**config.mk**
```make
export PLATFORM = sky130hd
export DESIGN_NAME = gray_display_controller
export DESIGN_NICKNAME = d
export VERILOG_FILES = /design/src/rtl/gray_display_controller.sv
export SDC_FILE = /design/constraint.sdc
export NUM_CORES = 1
export LEC_CHECK = 0
export BUFFER_PORTS_ARGS = -buffer_cell sky130_fd_sc_hd__buf_2
export CORE_MARGIN = 5
export CORE_UTILIZATION = 50
export CTS_BUF_LIST = sky130_fd_sc_hd__clkbuf_16
export DETAILED_ROUTE_END_ITERATION = 6
export PLACE_DENSITY = 0.73
export SLEW_MARGIN = 20
export SYNTH_ARGS = -nofsm -noshare
export SYNTH_HDL_FRONTEND = slang
export SYNTH_SLANG_ARGS = --single-unit
```
**constraint.sdc**
```tcl
create_clock -name clk -period 1.5 [get_ports clk]
set_input_delay 0.225 -clock clk [delete_from_list [all_inputs] [get_ports clk]]
set_output_delay 0.225 -clock clk [all_outputs]
set_load 0.02 [all_outputs]
```
**src/rtl/gray_display_controller.sv**
```systemverilog
// rtl/gray_display_controller.sv - debounced Gray switch input to binary LED and muxed 7-segment display
module gray_display_controller #(
  parameter int DEBOUNCE_CYCLES = 4,
  parameter int REFRESH_CYCLES  = 8
) (
  input  logic       clk,
  input  logic       rst,
  input  logic       ag,
  input  logic       bg,
  input  logic       cg,
  input  logic       dg,
  output logic [3:0] led,
  output logic [6:0] seg,
  output logic [1:0] an,
  output logic       update
);

  localparam int CW = (DEBOUNCE_CYCLES > 1) ? $clog2(DEBOUNCE_CYCLES) : 1;
  localparam int RW = $clog2(REFRESH_CYCLES);
  localparam logic [CW-1:0] CNT_LAST  = CW'(DEBOUNCE_CYCLES - 1);
  localparam logic [RW-1:0] RCNT_LAST = RW'(REFRESH_CYCLES - 1);

  typedef enum logic [1:0] {IDLE, CHECK, COMMIT} state_t;

  state_t          state, state_n;
  logic [3:0]      sync1, sync2;
  logic [3:0]      cand, committed;
  logic [CW-1:0]   cnt;
  logic [RW-1:0]   rcnt, rcnt_n;
  logic            digit_sel, digit_sel_n;
  logic            tens;
  logic [3:0]      units;

  function automatic logic [3:0] gray2bin(input logic [3:0] g);
    logic [3:0] b;
    b[3] = g[3];
    b[2] = b[3] ^ g[2];
    b[1] = b[2] ^ g[1];
    b[0] = b[1] ^ g[0];
    return b;
  endfunction

  function automatic logic [6:0] digit_pattern(input logic [3:0] d);
    logic [6:0] p;
    case (d)
      4'd0:    p = 7'b1111110;
      4'd1:    p = 7'b0110000;
      4'd2:    p = 7'b1101101;
      4'd3:    p = 7'b1111001;
      4'd4:    p = 7'b0110011;
      4'd5:    p = 7'b1011011;
      4'd6:    p = 7'b1011111;
      4'd7:    p = 7'b1110000;
      4'd8:    p = 7'b1111111;
      4'd9:    p = 7'b1111011;
      default: p = 7'b0000000;
    endcase
    return p;
  endfunction

  // Two-flop synchronizer for the asynchronous switches
  always_ff @(posedge clk) begin
    if (rst) begin
      sync1 <= 4'b0000;
      sync2 <= 4'b0000;
    end else begin
      sync1 <= {ag, bg, cg, dg};
      sync2 <= sync1;
    end
  end

  // Debounce FSM state register
  always_ff @(posedge clk) begin
    if (rst) state <= IDLE;
    else     state <= state_n;
  end

  // Debounce FSM next-state: a new value must hold DEBOUNCE_CYCLES checks before commit
  always_comb begin
    state_n = state;
    case (state)
      IDLE:    if (sync2 != committed) state_n = CHECK;
      CHECK: begin
        if (sync2 != cand)         state_n = IDLE;
        else if (cnt == CNT_LAST)  state_n = COMMIT;
      end
      COMMIT:  state_n = IDLE;
      default: state_n = IDLE;
    endcase
  end

  // Candidate capture, hold counter and commit of the new value to led
  always_ff @(posedge clk) begin
    if (rst) begin
      cand      <= 4'b0000;
      cnt       <= '0;
      committed <= 4'b0000;
      led       <= 4'b0000;
      update    <= 1'b0;
    end else begin
      update <= 1'b0;
      case (state)
        IDLE: begin
          if (sync2 != committed) begin
            cand <= sync2;
            cnt  <= '0;
          end
        end
        CHECK: begin
          if (sync2 == cand && cnt != CNT_LAST) cnt <= cnt + CW'(1);
        end
        COMMIT: begin
          committed <= cand;
          led       <= gray2bin(cand);
          update    <= 1'b1;
        end
        default: ;
      endcase
    end
  end

  // Decimal split of the displayed value and next scan position
  always_comb begin
    tens        = (led >= 4'd10);
    units       = tens ? (led - 4'd10) : led;
    rcnt_n      = (rcnt == RCNT_LAST) ? '0 : rcnt + RW'(1);
    digit_sel_n = (rcnt == RCNT_LAST) ? ~digit_sel : digit_sel;
  end

  // Free-running scan: blank on slot 0, then drive the selected digit
  always_ff @(posedge clk) begin
    if (rst) begin
      rcnt      <= '0;
      digit_sel <= 1'b0;
      an        <= 2'b00;
      seg       <= 7'b0000000;
    end else begin
      rcnt      <= rcnt_n;
      digit_sel <= digit_sel_n;
      if (rcnt_n == '0) begin
        an  <= 2'b00;
        seg <= 7'b0000000;
      end else if (digit_sel_n) begin
        an  <= 2'b10;
        seg <= tens ? digit_pattern(4'd1) : 7'b0000000;
      end else begin
        an  <= 2'b01;
        seg <= digit_pattern(units);
      end
    end
  end

endmodule

```
== After elaboration in Yosys (flattened, before gate mapping) ==
Memory sizes are Yosys's and may differ from the RTL's.
Cells that the tools add are included.

* Add/subtract/negate cells: 3
* Multiply operators: 0
* Divide/modulo/power cells: 0
* Order comparisons: 1
* Equality and inequality tests: 11
* Shift-type cells: 0
* Muxes and demuxes: 14
* Bitwise logic cells: 4
* Reductions and logical operators: 8

{| class="wikitable"
|+ Operator list
! kind !! number
|-
| two-way mux 2 bit || 6
|-
| inequality test 4 bit || 2
|-
| one-hot mux 2 bit (2 select lines) || 2
|-
| two-way mux 7 bit || 1
|-
| two-way mux 6 bit || 1
|-
| inequality test 2 bit, second input constant || 3
|-
| == test 2 bit, second input constant || 2
|-
| == test 4 bit || 1
|-
| >= comparator 4 bit, second input constant || 1
|-
| two-way mux 4 bit || 1
|-
| AND reduction 2 bit || 2
|-
| subtractor 4 bit, second input constant || 1
|-
| adder 3 x 1 -> 3 bit, second input constant || 1
|-
| == test 3 bit, second input constant || 1
|-
| zero test 3 bit || 1
|-
| two-way mux 3 bit || 1
|-
| inequality test 3 bit, second input constant || 1
|-
| AND reduction 3 bit || 1
|-
| XOR 1 bit || 3
|-
| adder 2 x 1 -> 2 bit, second input constant || 1
|-
| == test 2 x 1 -> 1 bit, second input constant || 1
|-
| zero test 2 bit || 1
|-
| two-way mux 1 bit || 2
|-
| nonzero test 2 bit || 1
|-
| other kinds (3) || 3
|}

* Register bits: 38
* Latch bits: 0
* Memory bits (writable): 0
* Bits in read-only memories: 112
* Output and inout port bits: 14
* Logic and storage cells: 54
* Memories kept: 1

{| class="wikitable"
|+ Memory list
! memory !! words !! bits a word !! read ports !! clocked after memory_dff !! write ports !! line !! source
|-
| (no name shown) || 16 || 7 || 1 || 0 || 0 || 45 || <nowiki>case (d)</nowiki>
|}

== Longest topological paths before layout ==
Gate-level depths: netlist of run 1.

* Depth after elaboration: 4
* Depth in mapped cells: 7

== Worst setup path after synthesis of run 1 ==
Ideal clock, no wire load.

* Kind: flip-flop to flip-flop
* Start point: reg led[1]
* End point: reg seg[1]
* Data arrival time: 1.558 ns
* Data required time: 1.428 ns
* Path slack: -0.130 ns
* Cell stages (with the launch flop): 6
* Clock period less this slack: 1.630 ns
* Path through: dfxtp_1 inv_1 ha_1 a21o_1 or3_1 a21oi_1

* Word-level cells in the longest chain between the ends: 4

{| class="wikitable"
|+ Ends and longest elaborated chain
! what !! line !! source
|-
| start: declaration || 12 || <nowiki>output logic [3:0] led,</nowiki>
|-
| start signal: assignment || 114 || <nowiki>led <= gray2bin(cand);</nowiki>
|-
| subtractor 4 bit / >= comparator 4 bit (equally long branches) || 125, 124 ||
|-
| two-way mux 4 bit (*) || 125 || <nowiki>units = tens ? (led - 4'd10) : led;</nowiki>
|-
| memory read (16 x 7 bit) (*) || - ||
|-
| two-way mux 7 bit (*) || 143 || <nowiki>end else if (digit_sel_n) begin</nowiki>
|-
| end signal: assignment || 145 || <nowiki>seg <= tens ? digit_pattern(4'd1) : 7'b0000000;</nowiki>
|-
| end signal: assignment || 148 || <nowiki>seg <= digit_pattern(units);</nowiki>
|-
| end: declaration || 13 || <nowiki>output logic [6:0] seg,</nowiki>
|}

Every way passes the cells marked *; elsewhere a longest branch is shown, timed or not.
A chain may end at the register's enable or synchronous reset.

== Worst setup path after layout of run 1 ==
* Start point: reg sync2[1]
* End point: reg cand[2]

* Word-level cells in the longest chain between the ends: 2

{| class="wikitable"
|+ Ends and longest elaborated chain
! what !! line !! source
|-
| start: declaration || 26 || <nowiki>logic [3:0] sync1, sync2;</nowiki>
|-
| start signal: assignment || 68 || <nowiki>sync2 <= sync1;</nowiki>
|-
| inequality test 4 bit || 104 || <nowiki>if (sync2 != committed) begin</nowiki>
|-
| AND reduction 2 bit (no source line) || - ||
|-
| end signal: assignment || 105 || <nowiki>cand <= sync2;</nowiki>
|-
| end: declaration || 27 || <nowiki>logic [3:0] cand, committed;</nowiki>
|}

No other way between the ends.

==> qor.yml, run 1 <==
synth:
  synthFlopType: "dfxtp_1"
  synth_top_cell_area_share_pct: 47.7
  async_flop_share_pct: 0
  synth_edf_count: 0
  synth_cell_type_count: 35
  netlist_instances: 162
  synthesis.nets: 175
  yosys_warnings: 0
  syn_area_per_cell_um2: 9.58
  yosysTopAreaCell: "dfxtp_1"
  ys_ff_latch: 37
  yosysSeqAreaShare_pct: 47.7
  yosys-top-cells-area: "dfxtp_1 48%, ha_1 5.6%, nor2b_1 5.2%"
  syn_area_um2: 1550
sta:
  period_minus_slack_ns: 1.48
  tightest_slew_ns: 0.457
  hold_violations: 0
  period_share_pct: 98.8
  clock_skew_ns: 0.00520
  report.final.slew_viol_count: 0
  relSlewSlack_pct: 69.2
  setup_violations: 0
  fmax_mhz: 675
  holdWs_ns: 0.161
  fin_setup_tns_ns: 0
  rsz0062_at_grt: "true"
  worst_slack_ns: 0.0175
finish:
  fin_area_um2: 2000
  area_growth_pct: 28.9
  fin_cells: 242
  nets: 210
  post-route-util_pct: 66.1
  drive_above_1_share_pct: 31.8
  num_antenna_cells: 0
critical_path:
  worst-path-buf-inv: 1
  arrival_ns: 1.64
  rr_worst_depth: 5
  cp_slowest_cell: "o41ai_4"
  reg2reg_setup_slack_ns: 0.02
  cp_max_fo: 3
  start_kind: "flip-flop"
  path_delay_family: "compound AO/OA/AOI/OAI gates"
  cp.required_ns: 1.66
  cp-end-kind: "flip-flop"
  critPathMaxStageDelay_ns: 0.41
  path_class: "flip-flop to flip-flop"
  worstPathCellList: "xor2_2 -> o41ai_4 -> buf_4 -> mux2i_1 -> nor2_1"
  r2r_end: "cand[2]$_SDFFE_PP0P_"
  reg2reg_from: "sync2[1]$_SDFF_PP0_"
power_and_ir_drop:
  power.density_nw_per_um2: 1120
  power_mw: 2.25
  leakagePower_nw: 0.907
  peakVddDrop_uv: 824
place:
  gp_congestion: 0.885
  portBuffers: 19
  post-dp-hpwl_mm: 2.11
  placedCellCount: 232
  place_ws_ns: -0.0358
  placed_cell_area_um2: 1780
cts:
  h-tree-depth: 2
  clkLatencyLatePin_ns: 0.28
  cts_tree: "yes"
  cts_buffers: 5
  clockBufferDepth: 2
  clk_transition_reported_paths_ns: 0.05
  numClockSinks: 37
  ctsHoldBuffers: 0
  clockRootBuffer: "clkbuf_16"
floorplan:
  die_w_um: 65.7
  dieArea_um2: 4320
  start_util_pct: 51.3
  die_y_um: 65.7
  coreArea_um2: 3030
  placementRows: 20
  io_pins: 20
worst_hold_path:
  worstHoldPathCells: 2
  hp-class: "primary input to flip-flop"
  hold_start: "ag"
  holdPathEnd: "sync1[3]$_SDFF_PP0_"
global_route:
  antenna_found_initial: 0
  grt-ovfl-total: 0
  grt_pass1_vias: 1126
  grt_usage_pct: 15.8
  grt_pass1_wl_mm: 5.08
  grt_max_degree: 19
drt:
  wl_per_cell_um: 12.7
  drtIter0Drc: 56
  vias: 1204
  routed_wl_mm: 3.07
  vias_per_cell: 4.98
  dr.pass1.iters: 4
  ant_nets: 0
  drc_errors: 0
job:
  cap_violations: 0
run_status:
  status: "finished, final reports clean"
routing by layer:
metal,vias up,global-route usage [%],wire length [um]
li1,614,-,-
met1,564,17.6,1310
met2,20,26.7,1580
met3,6,5.81,124
met4,0,6.99,51
met5,-,0,0
timing repair:
| item | in CTS | in global routing |
|---|---|---|
| setup buffers | 1 | 1 |
| gates resized for setup | 4 | 16 |
| gates cloned | 0 | 0 |
| pin swaps | 4 | 4 |
| endpoints found under the setup margin | 6 | 12 |
sequential cells by signal, indices dropped and copies added, names as in the netlist:
name and flops:
cnt 2, rcnt 3, sync1 4, state 2
sync2 4, cand 4, committed 3, an 2
digit_sel 1, seg 7, led 4, update 1
kinds of logic (layout without fill, tap and decap cells):
| logic type | after synthesis | in the layout | synth area share [%] |
|---|---|---|---|
| adder cells (fa/ha/maj) | 7 | 7 | 5.64 |
| XOR/XNOR | 13 | 13 | 7.33 |
| multiplexers | 5 | 5 | 3.22 |
| buffers and inverters | 13 | 49 | 3.46 |
| AND/OR/NAND/NOR | 53 | 53 | 17.2 |
| flip-flops | 37 | 37 | 47.7 |
| AO/OA/AOI/OAI | 34 | 34 | 15.5 |
Yosys cell counts, drive strengths merged (2+ instances only):
cell and instances:
xor2 9, o21ai 6, clkbuf 4, nand3 4
buf 2, nor2b 13, ha 7, nor2 14
nor3 2, nand2 13, xnor2 4, a21oi 14
dfxtp 37, inv 7, o211ai 2, a211oi 2
mux2i 5
cell type report:
cell class | instances | area (um2)
Timing Repair Buffer | 34 | 208
Sequential cell | 37 | 752
Inverter | 7 | 26.3
Clock inverter | 3 | 11.3
Fill cell | 253 | 1030
Clock buffer | 5 | 125
Multi-Input combinational cell | 112 | 825
Tap cell | 44 | 55.1
worst register-to-register path: cells and delay by family, from the launching register on:
family	cells	cell delay, ns
buffers and inverters	1	0.20
and+or+nand+nor	1	0.05
muxes	1	0.19
DFF	1	0.33
xor gates and xnor gates	1	0.19
AOI/OAI and AO/OA	1	0.41
how the worst max path moves through the flow:
| stage | startpoint | endpoint | slack (ns) | cells after the start |
|---|---|---|---|---|
| after floorplan | sync2[1]$_SDFF_PP0_ | cnt[1]$_SDFFE_PP0P_ | 0.005 | 4 |
| final | sync2[1]$_SDFF_PP0_ | cand[2]$_SDFFE_PP0P_ | 0.02 | 5 |
| after global placement | led[1]$_SDFFE_PP0P_ | seg[1]$_SDFF_PP0_ | 0.02 | 5 |
| after CTS | rcnt[0]$_SDFF_PP0_ | seg[3]$_SDFF_PP0_ | -0.02 | 5 |
| after detailed placement | rcnt[0]$_SDFF_PP0_ | seg[3]$_SDFF_PP0_ | -0.04 | 5 |
| after global routing | rcnt[0]$_SDFF_PP0_ | seg[3]$_SDFF_PP0_ | -0.04 | 6 |
layout by cell type (no fill, tap or decap), types with 6 or more instances in the layout:
cell type,instances
a21oi_1,12
xor2_1,7
nor2b_1,13
inv_1,8
nand2_1,12
buf_2,19
dfxtp_2,6
nor2_1,14
buf_4,15
dfxtp_1,30
power by group:
| group | internal, mW | switching, mW | leakage [nW] |
|---|---|---|---|
| combinational | 0.112 | 0.128 | 0.526 |
| sequential | 1.03 | 0.0214 | 0.307 |
| clock | 0.596 | 0.362 | 0.0738 |
| total | 1.74 | 0.511 | 0.907 |
Power figures use the tool's default switching activity.
==> run 2: changes to the inputs <==
TNS_END_PERCENT = 50   (was unset)
clock period = 1.3 ns   (was 1.5 ns; I/O delays follow)
==> qor.yml, run 2 (same netlist as run 1, synthesis figures left out) <==
global_route:
  grt-ovfl-total: 0  # unchanged
  grt_usage_pct: 16.8  # +0.99 points
  grt_max_degree: 20  # +1
  grt_pass1_wl_mm: 5.50  # +8.3%
  grt_pass1_vias: 1215  # +7.9%
  antenna_found_initial: 0  # unchanged
critical_path:
  worst-path-buf-inv: 1  # unchanged
  rr_worst_depth: 5  # unchanged
  cp_max_fo: 4  # +1
  arrival_ns: 1.64  # about the same
  reg2reg_setup_slack_ns: -0.18  # -0.19 ns
  cp.required_ns: 1.46  # -0.20 ns
  start_kind: "flip-flop"
  critPathMaxStageDelay_ns: 0.37  # -0.04 ns
  path_delay_family: "compound AO/OA/AOI/OAI gates"
  path_class: "flip-flop to flip-flop"
  cp_slowest_cell: "o41ai_4"
  r2r_end: "cand[0]$_SDFFE_PP0P_"
  cp-end-kind: "flip-flop"
  worstPathCellList: "xor2_2 -> o41ai_4 -> buf_4 -> mux2i_1 -> nor2_1"
  reg2reg_from: "committed[1]$_SDFFE_PP0P_"
place:
  place_ws_ns: -0.157  # -0.122 ns
  placed_cell_area_um2: 1940  # +9.0%
  gp_congestion: 0.838  # -5.3%
  portBuffers: 19  # unchanged
  placedCellCount: 244  # +5.2%
  post-dp-hpwl_mm: 2.43  # +15%
sta:
  period_minus_slack_ns: 1.48  # -0.00624 ns
  report.final.slew_viol_count: 0  # unchanged
  fmax_mhz: 677  # +0.42%
  period_share_pct: 114  # +15 points
  rsz0062_at_grt: "true"
  setup_violations: 13  # +13
  relSlewSlack_pct: 80.0  # +11 points
  hold_violations: 0  # unchanged
  fin_setup_tns_ns: -1.03  # -1.03 ns
  clock_skew_ns: 0.00454  # -0.000662 ns
  worst_slack_ns: -0.176  # -0.194 ns
  tightest_slew_ns: 0.299  # -0.158 ns
cts:
  cts_buffers: 5  # unchanged
  cts_tree: "yes"
  clk_transition_reported_paths_ns: 0.06  # about the same
  h-tree-depth: 2  # unchanged
  clkLatencyLatePin_ns: 0.27  # about the same
  clockBufferDepth: 2  # unchanged
  numClockSinks: 37  # unchanged
  clockRootBuffer: "clkbuf_16"
power_and_ir_drop:
  peakVddDrop_uv: 1520  # +85%
  leakagePower_nw: 0.987  # +8.7%
  power.density_nw_per_um2: 1260  # +12%
drt:
  wl_per_cell_um: 13.2  # +3.7%
  routed_wl_mm: 3.35  # +8.8%
  drc_errors: 0  # unchanged
  vias_per_cell: 4.95  # -0.45%
  dr.pass1.iters: 4  # unchanged
  vias: 1258  # +4.5%
  drtIter0Drc: 44  # -21%
  ant_nets: 0  # unchanged
run_status:
  status: "finished with violations"
  violations: "setup timing"
job:
  cap_violations: 0  # unchanged
worst_hold_path:
  holdPathEnd: "sync1[2]$_SDFF_PP0_"
  worstHoldPathCells: 2  # unchanged
  hold_start: "bg"
  hp-class: "primary input to flip-flop"
finish:
  fin_cells: 254  # +5.0%
  largest_register_ff_count: 7  # unchanged
  mostFrequentLayoutCell: "dfxtp_1"
  drive_above_1_share_pct: 41.0  # +9.1 points
  seqCellArea_um2: 756  # +0.50%
  nets: 222  # +5.7%
  fin_area_um2: 2200  # +10%
  num_antenna_cells: 0  # unchanged
  multi_input_area_um2: 891  # +8.0%
  area_growth_pct: 41.8
  n_fill_cell: 222  # -12%
  mostFrequentLayoutCells: "29 x dfxtp_1, 24 x buf_4, 19 x buf_2"
  largest-register: "seg"
floorplan:
  start_util_pct: 51.3  # unchanged
  placementRows: 20  # unchanged
  dieArea_um2: 4320  # unchanged
  die_w_um: 65.7  # unchanged
  coreArea_um2: 3030  # unchanged
  io_pins: 20  # unchanged
  die_y_um: 65.7  # unchanged
run 2: cell types whose count changed in the layout (fill, tap and decap cells not counted), moves of 2 or more:
cell	delta
nor2_2	+2
nor2_1	-2
buf_6	+3
inv_1	-2
ha_4	+3
buf_4	+9
ha_1	-3
run 2: metrics by stage:
stage          power, mW  utilization, %  hold slack [ns]
6_report            2.78            72.7            0.135
5_1_grt             2.90            72.7            0.137
4_1_cts             2.78            70.4            0.133
3_5_place_dp        1.52            64.0            0.418
3_3_place_gp        1.51            64.0            0.403
2_1_floorplan       1.41               -            0.323
run 2: layer usage:
metal / vias to the layer above / track usage, % / part of all wire (%)
li1: 646 / - / -
met1: 583 / 19.8 / 45
met2: 22 / 29.9 / 50
met3: 7 / 3.59 / 3.6
met4: 0 / 5.44 / 1.4
met5: - / 0 / 0
run 2: repair_timing:
action	in CTS	in global routing
pin swaps	11	6
endpoints found under the setup margin	15	17
buffers inserted	1	1
gates resized for setup	6	16
hold buffers	0	0
cloned	0	0
run 2: cell type report:
| cell class | count | area share [%] |
|---|---|---|
| tap | 44 | 2.50 |
| sequential | 37 | 34.3 |
| multi-input combinational | 112 | 40.5 |
| inverter | 7 | 1.31 |
| clock buffer | 6 | 6.82 |
| timing repair buffer | 46 | 14.0 |
| clock inverter | 2 | 0.568 |
run 2: worst max path at each step:
stage,start,end,slack [ns],cells past startpoint
detailed placement,committed[1]$_SDFFE_PP0P_,cand[0]$_SDFFE_PP0P_,-0.16,5
finish,committed[1]$_SDFFE_PP0P_,cand[0]$_SDFFE_PP0P_,-0.18,5
global route,committed[1]$_SDFFE_PP0P_,cand[0]$_SDFFE_PP0P_,-0.26,5
CTS,committed[1]$_SDFFE_PP0P_,cand[0]$_SDFFE_PP0P_,-0.18,5
floorplan,sync2[1]$_SDFF_PP0_,cnt[1]$_SDFFE_PP0P_,-0.20,4
global placement,committed[1]$_SDFFE_PP0P_,cand[3]$_SDFFE_PP0P_,-0.09,5
run 2: report_power, final:
group / switching (mW) / internal (mW)
registers: 0.0266 / 1.19
clock network: 0.448 / 0.822
logic: 0.156 / 0.144
total: 0.630 / 2.15
